==> src/rtl/fwnoc_router_ingress_xy.sv <==
// fwnoc router ingress manager: input FIFO, header decode,
// XY/YX dimension-order routing and packet forwarding to five egress ports.
module fwnoc_router_ingress_xy #(
    parameter int DAT_WIDTH   = 32,
    parameter int COORD_W     = 2,
    parameter int X_ID        = 0,
    parameter int Y_ID        = 0,
    parameter int FIFO_DEPTH  = 4,
    parameter int ROUTE_YX    = 0,
    parameter int MAX_SZ_CODE = 5
) (
    input  logic                 clock,
    input  logic                 reset,
    input  logic                 i_valid,
    output logic                 i_ready,
    input  logic [DAT_WIDTH-1:0] i_dat,
    output logic [4:0]           e_valid,
    input  logic [4:0]           e_ready,
    output logic [DAT_WIDTH-1:0] e_dat,
    output logic                 busy,
    output logic                 pkt_done,
    output logic                 drop_err
);

    localparam int CW = MAX_SZ_CODE;
    localparam logic [COORD_W-1:0] XC = COORD_W'(X_ID);
    localparam logic [COORD_W-1:0] YC = COORD_W'(Y_ID);
    localparam logic [3:0] MAXC = 4'(MAX_SZ_CODE);

    localparam logic [4:0] P_HOST = 5'b00001;
    localparam logic [4:0] P_N    = 5'b00010;
    localparam logic [4:0] P_S    = 5'b00100;
    localparam logic [4:0] P_E    = 5'b01000;
    localparam logic [4:0] P_W    = 5'b10000;

    typedef enum logic {
        IDLE,
        FWD
    } state_t;

    logic                 h_valid;
    logic [DAT_WIDTH-1:0] h_dat;
    logic                 pop;

    generate
        if (FIFO_DEPTH == 0) begin : g_pass
            // No buffering: the ingress word is the head word and is
            // accepted exactly when the forwarding logic consumes it.
            assign h_valid = i_valid & reset;
            assign h_dat   = i_dat;
            assign i_ready = pop;
        end else begin : g_fifo
            localparam int AW = $clog2(FIFO_DEPTH);

            logic [DAT_WIDTH-1:0] mem [FIFO_DEPTH];
            logic [AW-1:0]        wptr;
            logic [AW-1:0]        rptr;
            logic [AW:0]          count;
            logic                 full;
            logic                 push;

            // A full FIFO refuses pushes even if the head pops this cycle,
            // which keeps i_ready independent of egress readiness.
            assign full    = (count == (AW+1)'(FIFO_DEPTH));
            assign i_ready = ~full & reset;
            assign push    = i_valid & i_ready;
            assign h_valid = (count != '0) & reset;
            assign h_dat   = mem[rptr];

            // Storage array, written on accepted ingress words.
            always_ff @(posedge clock) begin
                if (push) begin
                    mem[wptr] <= i_dat;
                end
            end

            // Pointer and occupancy bookkeeping.
            always_ff @(posedge clock or negedge reset) begin
                if (!reset) begin
                    wptr  <= '0;
                    rptr  <= '0;
                    count <= '0;
                end else begin
                    if (push) begin
                        wptr <= wptr + AW'(1);
                    end
                    if (pop) begin
                        rptr <= rptr + AW'(1);
                    end
                    count <= count + {AW'(0), push} - {AW'(0), pop};
                end
            end
        end
    endgenerate

    logic [COORD_W-1:0] dst_x;
    logic [COORD_W-1:0] dst_y;
    logic [3:0]         code;
    logic               legal;
    logic [CW-1:0]      cnt_load;
    logic [4:0]         route;

    assign dst_x = h_dat[DAT_WIDTH-1 -: COORD_W];
    assign dst_y = h_dat[DAT_WIDTH-1-COORD_W -: COORD_W];
    assign code  = h_dat[3:0];
    assign legal = (code <= MAXC);

    // Payload length: code c selects 2^(c-1) words, code 0 none.
    always_comb begin
        cnt_load = '0;
        if (legal && code != 4'd0) begin
            cnt_load = CW'(1) << (code - 4'd1);
        end
    end

    // Dimension-order route decode of the head word.
    always_comb begin
        route = P_HOST;
        if (ROUTE_YX == 0) begin
            if (dst_x > XC) begin
                route = P_E;
            end else if (dst_x < XC) begin
                route = P_W;
            end else if (dst_y > YC) begin
                route = P_S;
            end else if (dst_y < YC) begin
                route = P_N;
            end
        end else begin
            if (dst_y > YC) begin
                route = P_S;
            end else if (dst_y < YC) begin
                route = P_N;
            end else if (dst_x > XC) begin
                route = P_E;
            end else if (dst_x < XC) begin
                route = P_W;
            end
        end
    end

    state_t        state;
    state_t        state_nxt;
    logic [CW-1:0] cnt;
    logic [CW-1:0] cnt_nxt;
    logic [4:0]    sel;
    logic [4:0]    sel_nxt;
    logic          done_nxt;
    logic          drop_nxt;

    // Packet state, remaining payload count, latched port and pulses.
    always_ff @(posedge clock or negedge reset) begin
        if (!reset) begin
            state    <= IDLE;
            cnt      <= '0;
            sel      <= '0;
            pkt_done <= 1'b0;
            drop_err <= 1'b0;
        end else begin
            state    <= state_nxt;
            cnt      <= cnt_nxt;
            sel      <= sel_nxt;
            pkt_done <= done_nxt;
            drop_err <= drop_nxt;
        end
    end

    // Next-state, egress valid and head pop decisions.
    always_comb begin
        state_nxt = state;
        cnt_nxt   = cnt;
        sel_nxt   = sel;
        done_nxt  = 1'b0;
        drop_nxt  = 1'b0;
        pop       = 1'b0;
        e_valid   = '0;
        case (state)
            IDLE: begin
                if (h_valid) begin
                    if (legal) begin
                        e_valid = route;
                        if (|(e_ready & route)) begin
                            pop = 1'b1;
                            if (code == 4'd0) begin
                                done_nxt = 1'b1;
                            end else begin
                                cnt_nxt   = cnt_load;
                                sel_nxt   = route;
                                state_nxt = FWD;
                            end
                        end
                    end else begin
                        pop      = 1'b1;
                        drop_nxt = 1'b1;
                    end
                end
            end
            FWD: begin
                e_valid = sel & {5{h_valid}};
                if (h_valid && |(e_ready & sel)) begin
                    pop     = 1'b1;
                    cnt_nxt = cnt - CW'(1);
                    if (cnt == CW'(1)) begin
                        state_nxt = IDLE;
                        done_nxt  = 1'b1;
                    end
                end
            end
            default: begin
                state_nxt = IDLE;
            end
        endcase
    end

    assign e_dat = h_dat;
    assign busy  = (state == FWD);

endmodule

==> config.mk <==
export PLATFORM = sky130hd
export DESIGN_NAME = fwnoc_router_ingress_xy
export DESIGN_NICKNAME = d
export VERILOG_FILES = /design/src/rtl/fwnoc_router_ingress_xy.sv
export SDC_FILE = /design/constraint.sdc
export NUM_CORES = 1
export LEC_CHECK = 0
export CAP_MARGIN = 20
export CORE_MARGIN = 5
export CORE_UTILIZATION = 45
export CTS_CLUSTER_DIAMETER = 60
export DETAILED_ROUTE_END_ITERATION = 10
export HOLD_SLACK_MARGIN = 0.02
export PLACE_DENSITY = 0.78
export SYNTH_ARGS = -nofsm -noshare
export SYNTH_HDL_FRONTEND = slang
export SYNTH_SLANG_ARGS = --single-unit
==> constraint.sdc <==
create_clock -name clock -period 3.4 [get_ports clock]
set_input_delay 0.68 -clock clock [delete_from_list [all_inputs] [get_ports clock]]
set_output_delay 0.68 -clock clock [all_outputs]
set_load 0.02 [all_outputs]
==> flow_metrics.env, run 1 <==
export IMPL_status="finished, final reports clean"
export IMPL_synth_edf_count=128
export IMPL_worst_setup_path_end_kind="output port"
export IMPL_final_min_period_over_clock_period_pct=97.4
export IMPL_powerDensity_nw_per_um2=879
export IMPL_portBuffers=76
export IMPL_synthArstFlopShare_pct=12.3
export IMPL_final_util_pct=58.4
export IMPL_min_path_type="input port to async pin"
export IMPL_ctsRootBufferMaster="clkbuf_16"
export IMPL_grt_overflow=0
export IMPL_fin_setup_tns_ns=0
export IMPL_period_minus_slack_ns=3.31
export IMPL_area_delta_synth_final_pct=27.9
export IMPL_max_freq_ghz=0.302
export IMPL_layout_drive_gt1_share_pct=23.6
export IMPL_peakVddDrop_mv=0.557
export IMPL_cts_sinks=146
export IMPL_first_global_vias=3550
export IMPL_die_h_microns=126
export IMPL_finish_net_count=476
export IMPL_clock_path_buffers=2
export IMPL_clk_latency_ns=0.42
export IMPL_fin_skew_ns=0.0164
export IMPL_finalSetupViolations=0
export IMPL_first_iter_violations=324
export IMPL_ant_nets=0
export IMPL_grt_max_degree=33
export IMPL_synthFlopType="edfxtp_1"
export IMPL_dp_hpwl_microns=7350
export IMPL_ys_warn_count=0
export IMPL_path_class="flop to output port"
export IMPL_grt_usage_pct=15.7
export IMPL_cp_max_fo=5
export IMPL_synthCells=322
export IMPL_final_max_slew_violation_count=0
export IMPL_cp_arrival_ns=2.63
export IMPL_wirelength_microns=11800
export IMPL_cap_violations=0
export IMPL_synth_area_sq_um=6030
export IMPL_fillerInstances=982
export IMPL_dp_cells=577
export IMPL_grt_pass1_wl_microns=18800
export IMPL_core_region_area_sq_um=13200
export IMPL_total_power_mw=6.78
export IMPL_ys_ff_latch=146
export IMPL_dr_pass1_iters=4
export IMPL_ios=81
export IMPL_instances_no_fill=616
export IMPL_htreeDepth=4
export IMPL_dieArea_sq_um=15800
export IMPL_post_route_drc_count=0
export IMPL_wl_per_cell_microns=19.2
export IMPL_numCtsBuffers=17
export IMPL_relSlewSlack_pct=39.3
export IMPL_die_w_microns=126
export IMPL_antenna_found_initial=0
export IMPL_required_ns=2.72
export IMPL_gp_congestion=0.807
export IMPL_p_leak_nw=2.69
export IMPL_start_util_pct=45.7
export IMPL_vias=3275
export IMPL_tritoncts="built"
export IMPL_worst_pin_slew_ns=0.903
export IMPL_hold_viol_final=0
export IMPL_worstSetupStartpointType="flop"
export IMPL_rsz0062_at_grt="false"
export IMPL_synth_yosys_seq_area_share_pct=71.3
export IMPL_rows=42
export IMPL_clk_pin_slew_worst_paths_ns=0.06
export IMPL_yosys_area_top_type="edfxtp_1"
export IMPL_synth_top_area_share_pct=63.8
export IMPL_avgViaCountPerCell=5.32
export IMPL_reg2regPathDepth=11
export IMPL_n_antenna_cell=0
export IMPL_postSynthAreaPerCell_sq_um=18.7
export IMPL_ys_types=61
export IMPL_yosys_top_cells_area="edfxtp_1 64%, mux4_2 12%, dfrtp_1 7.5%"
[flip-flops by register name, summed over array words and instances, names as in the netlist]
register      flops
busy              1
cnt               5
drop_err          1
g_fifo.count      3
g_fifo.mem      128
g_fifo.rptr       2
g_fifo.wptr       2
pkt_done          1
sel               3
[metal layers]
metal | track usage [%] | part of all wire (%) | vias to the layer above
li1 | - | - | 1505
met1 | 18.8 | 42 | 1658
met2 | 26.1 | 51 | 105
met3 | 5.67 | 7.0 | 7
met4 | 6.25 | 0.73 | 0
met5 | 0 | 0 | -
[where the power goes]
group          switching [mW]  internal (mW)  total, mW  leakage [nW]
registers               0.151           2.23       2.38          1.37
logic                    1.34           1.28       2.62          1.03
clock network           0.754           1.03       1.78         0.286
[Yosys cell counts, types with 2 or more instances]
master and instances:
ha_1 8, a22oi_1 3, nand2_1 7, nor2b_1 2, mux4_2 31, o31ai_1 2
nor2_1 16, dfrtp_1 18, nor3_1 4, nor3b_1 2, a21oi_1 10, buf_2 5
a31oi_1 2, o21a_1 2, clkbuf_1 4, inv_1 11, o2bb2ai_1 2, xnor2_1 4
mux2i_1 10, edfxtp_1 128, nand3_1 4, and3_1 4, buf_4 2, buf_6 3
nand3b_1 2
[cell usage in the layout, fill, tap and decap left out, drive strengths merged, types with 3 or more instances in the layout]
cell	n
nor2b	3
buf	24
clkinv	7
nand2	7
ha	8
o31ai	3
xnor2	4
edfxtp	128
dfrtp	18
mux4	31
clkdlybuf4s50	74
clkbuf	17
inv	18
and3	4
nand3	4
mux2i	11
a22oi	3
a21oi	11
nor2	17
nor3	5
[final timing paths]
path                                      from         endpoint  slack (ns)
worst min register to register          cnt[3]           cnt[3]        0.52
worst min-delay path                     reset  g_fifo.count[0]        0.50
worst max-delay path            g_fifo.rptr[0]       e_valid[3]        0.09
worst max register to register  g_fifo.rptr[0]  g_fifo.count[2]        0.14
min in group clock                      cnt[3]           cnt[3]        0.52
max in group asynchronous                reset   g_fifo.rptr[1]        2.39
[kinds of logic after synthesis]
family,count (synthesis),synth area share (%)
adder cells (fa/ha/maj),9,1.99
flip-flops,146,71.3
AO/OA/AOI/OAI,40,5.19
XOR/XNOR,5,0.727
AND/OR/NAND/NOR,52,4.82
other,1,0.0622
multiplexers,43,13.7
buffers and inverters,26,2.22
[critical path, stage by stage (launching register included)]
cell and delay (ns):
dfrtp_2 0.45, buf_4 0.16, mux4_2 0.54, a21oi_2 0.24
a22oi_1 0.09, nor2_1 0.12, clkdlybuf4s50_1 0.61
[final cells by class]
| cell class | instances | area [sq um] | share of cell area, % |
|---|---|---|---|
| Clock buffer | 17 | 425 | 5.52 |
| Clock inverter | 15 | 148 | 1.92 |
| Inverter | 11 | 41.3 | 0.536 |
| Multi-Input combinational cell | 151 | 1610 | 20.9 |
| Sequential cell | 146 | 4300 | 55.7 |
| Tap cell | 176 | 220 | 2.86 |
| Timing Repair Buffer | 100 | 967 | 12.5 |
[metrics by stage]
stage | hold slack, ns | area, sq um | setup slack, ns
after detailed placement | 0.500 | 7050 | 0.203
after floorplan | 0.384 | 6030 | 0.232
after CTS | 0.473 | 7670 | 0.0295
after global placement | 0.481 | 7050 | 0.207
after global routing | 0.502 | 7710 | 0.00356
final | 0.495 | 7710 | 0.0875
[what timing repair did]
item | CTS | global route
setup buffers | 4 | 3
setup endpoints to repair | 3 | 21
hold buffers | 0 | 0
resized for setup | 4 | 0
Note: power is estimated with default switching activity, not from simulation.
==> run 2: changes to the inputs <==
Settings changed: CORE_UTILIZATION 45 to 25, PLACE_DENSITY 0.78 to 0.54.
==> run 2 against run 1 <==
Net effect:
- sequential power about the same
- design area rose by 3.2%
- cell count increased by 23%
- sequential share of layout area fell by 1.7 points
- routed wire length is 9.4% higher
==> flow_metrics.env, run 2 (synthesized netlist as in run 1, its figures left out) <==
export IMPL_status="finished, final reports clean"
export IMPL_die_h_microns=165
export IMPL_fillerInstances=2295
export IMPL_p_switching_mw=2.35
export IMPL_worst_setup_path_end_kind="output port"
export IMPL_clk_pin_slew_worst_paths_ns=0.07
export IMPL_rows=56
export IMPL_final_area_sq_um=7950
export IMPL_wirelength_microns=12900
export IMPL_start_util_pct=25.5
export IMPL_grt_overflow=0
export IMPL_startpoint="g_fifo.rptr[0]"
export IMPL_ios=81
export IMPL_dr_pass1_iters=4
export IMPL_grt_max_degree=33
export IMPL_top_regs="g_fifo.mem (128), cnt (5)"
export IMPL_combPwrFrac_pct=38.0
export IMPL_finalSetupViolations=0
export IMPL_r2r_start="g_fifo.rptr[0]"
export IMPL_avgViaCountPerCell=4.37
export IMPL_first_global_vias=3583
export IMPL_p_int_mw=4.55
export IMPL_period_minus_slack_ns=3.25
export IMPL_n_antenna_cell=0
export IMPL_ant_nets=0
export IMPL_final_common_cell="edfxtp_1"
export IMPL_met1_usage_pct=11.6
export IMPL_grtUsageMet2_pct=16.4
export IMPL_top_usage_layer="met2"
export IMPL_cts_sinks=146
export IMPL_relSlewSlack_pct=39.0
export IMPL_post_route_drc_count=0
export IMPL_cp_arrival_ns=2.57
export IMPL_placed_area_sq_um=7310
export IMPL_hold_viol_final=0
export IMPL_final_min_period_over_clock_period_pct=95.5
export IMPL_min_from="cnt[3]"
export IMPL_fin_skew_ns=0.0117
export IMPL_cap_violations=0
export IMPL_rsz0062_at_grt="false"
export IMPL_swShare_pct=34.0
export IMPL_antenna_found_initial=1
export IMPL_dp_hpwl_microns=8390
export IMPL_clock_path_buffers=2
export IMPL_grt_pass1_wl_microns=20100
export IMPL_peakVddDrop_mv=0.396
export IMPL_numCtsBuffers=17
export IMPL_min_path_type="flop to flop"
export IMPL_most_common_layout_cells="128 x edfxtp_1, 72 x clkdlybuf4s50_1, 31 x mux4_2"
export IMPL_max_freq_ghz=0.308
export IMPL_layout_drive_gt1_share_pct=24.1
export IMPL_clkPwrFrac_pct=27.5
export IMPL_clk_latency_ns=0.42
export IMPL_worstSetupStartpointType="flop"
export IMPL_wl_per_cell_microns=17.0
export IMPL_vias=3318
export IMPL_powerDensity_nw_per_um2=867
export IMPL_largest_register_ffs=128
export IMPL_grt_usage_pct=9.86
export IMPL_ctsRootBufferMaster="clkbuf_16"
export IMPL_die_w_microns=165
export IMPL_multi_input_area_sq_um=1610
export IMPL_portBuffers=76
export IMPL_gp_congestion=0.768
export IMPL_worst_pin_slew_ns=0.907
export IMPL_finish_net_count=476
export IMPL_fin_setup_tns_ns=0
export IMPL_final_max_slew_violation_count=0
export IMPL_htreeDepth=4
export IMPL_grt_util_met3_pct=4.37
export IMPL_regMostFlops="g_fifo.mem"
export IMPL_path_class="flop to output port"
export IMPL_required_ns=2.72
export IMPL_area_delta_synth_final_pct=32.0
export IMPL_register_area_sq_um=4300
export IMPL_tritoncts="built"
export IMPL_dieArea_sq_um=27300
export IMPL_first_iter_violations=206
export IMPL_p_leak_nw=2.71
export IMPL_cp_max_fo=22
export IMPL_p_seq_share_pct=34.5
export IMPL_core_region_area_sq_um=23600
[run 2: changes by cell type in the layout (fill, tap and decap cells not counted)]
cell	delta
inv_8	+4
buf_12	+3
clkinv_4	-3
clkdlybuf4s50_1	-2
clkinv_2	-2
clkinv_8	+2
buf_4	-1
buf_6	-1
clkinv_1	-1
clkinvlp_4	+1
dlygate4sd2_1	+1
inv_6	-1
[run 2: per-layer routing]
metal | up-vias | share of wire (%)
met5 | - | 0.10
met4 | 2 | 0.87
met3 | 11 | 8.3
met2 | 87 | 49
met1 | 1709 | 42
li1 | 1509 | -
[run 2: critical path, cell delays in order, from the launching register on]
cell	delay, ns
dfrtp_2	0.42
buf_4	0.14
buf_4	0.41
mux4_2	0.60
clkdlybuf4s50_1	0.58
[run 2: area by class of cell]
cell class	instances	share of cell area (%)
Clock buffer	17	5.35
Clock inverter	15	2.31
Inverter	11	0.519
Multi-Input combinational cell	151	20.2
Sequential cell	146	54.0
Tap cell	319	5.02
Timing Repair Buffer	100	12.5
[run 2: final timing paths]
check	cells after the start	slack (ns)	endpoint
setup / recovery	4	0.15	e_dat[18]
hold / removal	1	0.51	cnt[3]
setup reg to reg	12	0.19	g_fifo.count[2]
hold reg to reg	1	0.51	cnt[3]
max in group asynchronous	2	2.50	g_fifo.rptr[0]
min in group asynchronous	2	0.63	g_fifo.count[0]
[run 2: power groups by stage]
| stage | Sequential (mW) | Clock (mW) | Combinational (mW) |
|---|---|---|---|
| after floorplan | 2.36 | 0 | 1.64 |
| after global placement | 2.43 | 0 | 2.58 |
| after detailed placement | 2.44 | 0 | 2.60 |
| after CTS | 2.39 | 1.95 | 2.69 |
| after global routing | 2.42 | 2.02 | 2.84 |
| final | 2.38 | 1.90 | 2.62 |
[run 2: timing repair]
action,4_1_cts,5_1_grt
setup buffers,3,0
setup endpoints to repair,24,0
gates resized for setup,4,0
hold buffers,0,0
[run 2: per-stage QoR]
stage | setup WS (ns) | util, % | hold slack (ns) | cells | power [mW]
finish | 0.153 | 33.7 | 0.511 | 759 | 6.90
detailed placement | 0.130 | 31.0 | 0.502 | 724 | 5.04
global placement | 0.144 | 31.0 | 0.485 | 724 | 5.00
floorplan | 0.232 | - | 0.384 | 323 | 3.99
CTS | 0.0910 | 33.7 | 0.517 | 759 | 7.03
global route | 0.00185 | 33.7 | 0.539 | 759 | 7.27
==> run 3: changes to the inputs <==
Settings changed: CTS_BUF_LIST set to sky130_fd_sc_hd__clkbuf_8 sky130_fd_sc_hd__clkbuf_16, HOLD_SLACK_MARGIN 0.02 to 0.05, REMOVE_ABC_BUFFERS set to 1.
==> run 3 against run 2 <==
Net effect:
- combinational power about the same
- total power decreased by 1.3%
- non-clock buffer count increased by 4
- core utilization decreased by 0.18 points
- sequential cell count unchanged
- clock skew decreased by 0.0027 ns
- clock power decreased by 5%
- sequential share of layout area increased by 0.29 points
- design area decreased by 0.53%
- critical path depth increased by 8
- routed wire length increased by 2.2%
- via count decreased by 0.15%
- largest power group unchanged
- highest routed layer unchanged
==> flow_metrics.env, run 3 (synthesized netlist as in run 1, its figures left out) <==
export IMPL_status="finished, final reports clean"
export IMPL_numCtsBuffers=17
export IMPL_crit_chain="buf_12, mux4_2, nor2_4, mux2i_2, a21oi_4, o21a_1, ha_1, inv_1, ha_1, fa_1, xnor2_1, xnor2_1"
export IMPL_clk_pin_slew_worst_paths_ns=0.07
export IMPL_core_region_area_sq_um=23600
export IMPL_finish_net_count=480
export IMPL_max_freq_ghz=0.308
export IMPL_wl_per_cell_microns=17.3
export IMPL_ctsHoldBuffers=0
export IMPL_min_path_type="flop to flop"
export IMPL_required_ns=3.73
export IMPL_rsz0062_at_grt="false"
export IMPL_clock_path_buffers=2
export IMPL_period_minus_slack_ns=3.25
export IMPL_final_min_period_over_clock_period_pct=95.6
export IMPL_cap_violations=0
export IMPL_relSlewSlack_pct=42.6
export IMPL_cp_top_family="adder cells"
export IMPL_r2r_start="g_fifo.rptr[0]"
export IMPL_rows=56
export IMPL_top_regs="g_fifo.mem (128), cnt (5)"
export IMPL_finalSetupViolations=0
export IMPL_grt_max_degree=30
export IMPL_grt_overflow=0
export IMPL_first_iter_violations=223
export IMPL_critPathMaxStageDelay_ns=0.54
export IMPL_cp_max_fo=5
export IMPL_n_antenna_cell=0
export IMPL_powerDensity_nw_per_um2=861
export IMPL_path_class="flop to flop"
export IMPL_cts_sinks=146
export IMPL_startpoint="g_fifo.rptr[0]"
export IMPL_critPathSlowestCell="mux4_2"
export IMPL_worstSetupStartpointType="flop"
export IMPL_dieArea_sq_um=27300
export IMPL_most_common_layout_cells="128 x edfxtp_1, 73 x clkdlybuf4s50_1, 31 x mux4_2"
export IMPL_cp_arrival_ns=3.58
export IMPL_p_leak_nw=2.70
export IMPL_die_h_microns=165
export IMPL_avgViaCountPerCell=4.34
export IMPL_final_max_slew_violation_count=0
export IMPL_whs_path_depth=1
export IMPL_worst_pin_slew_ns=0.861
export IMPL_cp_num_cells=12
export IMPL_antenna_found_initial=1
export IMPL_ctsRootBufferMaster="clkbuf_16"
export IMPL_layout_drive_gt1_share_pct=24.8
export IMPL_die_w_microns=165
export IMPL_ant_nets=0
export IMPL_ios=81
export IMPL_start_util_pct=25.5
export IMPL_regMostFlops="g_fifo.mem"
export IMPL_total_power_mw=6.81
export IMPL_portBuffers=76
export IMPL_reg2regPathDepth=12
export IMPL_fin_setup_tns_ns=0
export IMPL_fin_skew_ns=0.00903
export IMPL_largest_register_ffs=128
export IMPL_fillerInstances=2291
export IMPL_grt_usage_pct=10.2
export IMPL_dp_hpwl_microns=9000
export IMPL_wirelength_microns=13200
export IMPL_gp_congestion=0.784
export IMPL_cp_num_buf_inv=2
export IMPL_area_delta_synth_final_pct=31.3
export IMPL_clk_latency_ns=0.42
export IMPL_vias=3313
export IMPL_first_global_vias=3542
export IMPL_fin_hold_ws_ns=0.545
export IMPL_worst_setup_path_end_kind="flop"
export IMPL_min_from="cnt[3]"
export IMPL_hold_viol_final=0
export IMPL_dr_pass1_iters=4
export IMPL_post_route_drc_count=0
export IMPL_peakVddDrop_mv=0.300
export IMPL_tritoncts="built"
export IMPL_grt_pass1_wl_microns=20300
export IMPL_htreeDepth=4
export IMPL_final_common_cell="edfxtp_1"
run 3: what timing repair did:
item | in CTS | in global routing
setup buffers | 3 | 1
gates resized for setup | 6 | 1
setup endpoints to repair | 4 | 2
run 3: routing by layer:
layer	global-route usage [%]	part of all wire, %	up-vias
met5	0	0.14	-
met4	2.95	1.1	2
met3	3.65	5.9	13
met2	17.3	51	103
met1	12.1	42	1677
li1	-	-	1518
run 3: report_power, final:
group          internal [mW]  switching, mW  leakage (nW)
Clock                   1.03          0.778         0.274
Sequential              2.22          0.188          1.37
Combinational           1.27           1.33          1.05
run 3: path summary, 6_finish.rpt:
path	end	slack, ns
setup / recovery	g_fifo.count[2]	0.15
hold / removal	cnt[3]	0.54
setup reg to reg	g_fifo.count[2]	0.15
hold reg to reg	cnt[3]	0.54
max in group asynchronous	g_fifo.rptr[1]	2.50
min in group asynchronous	g_fifo.rptr[0]	0.70
run 3: cell type report:
class                   count  area, sq um  share of cell area [%]
clock buffers              17          425                    5.38
multi-input cells         151         1610                    20.4
flip-flops and latches    146         4300                    54.3
repair buffers            104          987                    12.5
inverters                  11         41.3                   0.522
clock inverters            15          148                    1.87
well taps                 319          399                    5.05
run 3: through the flow:
stage / instances / setup slack, ns / util (%) / instance area (sq um)
3_3_place_gp: 727 / 0.184 / 30.8 / 7280
3_5_place_dp: 727 / 0.117 / 30.8 / 7280
2_1_floorplan: 308 / -0.962 / - / 5940
6_report: 763 / 0.151 / 33.5 / 7910
4_1_cts: 762 / 0.0581 / 33.5 / 7900
5_1_grt: 763 / 0.0164 / 33.5 / 7910
run 3: worst register-to-register path, stage by stage, from the launching register on:
cell     delay [ns]
dfrtp_2        0.45
buf_12         0.14
mux4_2         0.54
nor2_4         0.18
mux2i_2        0.28
a21oi_4        0.08
o21a_1         0.24
ha_1           0.28
inv_1          0.04
ha_1           0.19
fa_1           0.39
xnor2_1        0.19
xnor2_1        0.15
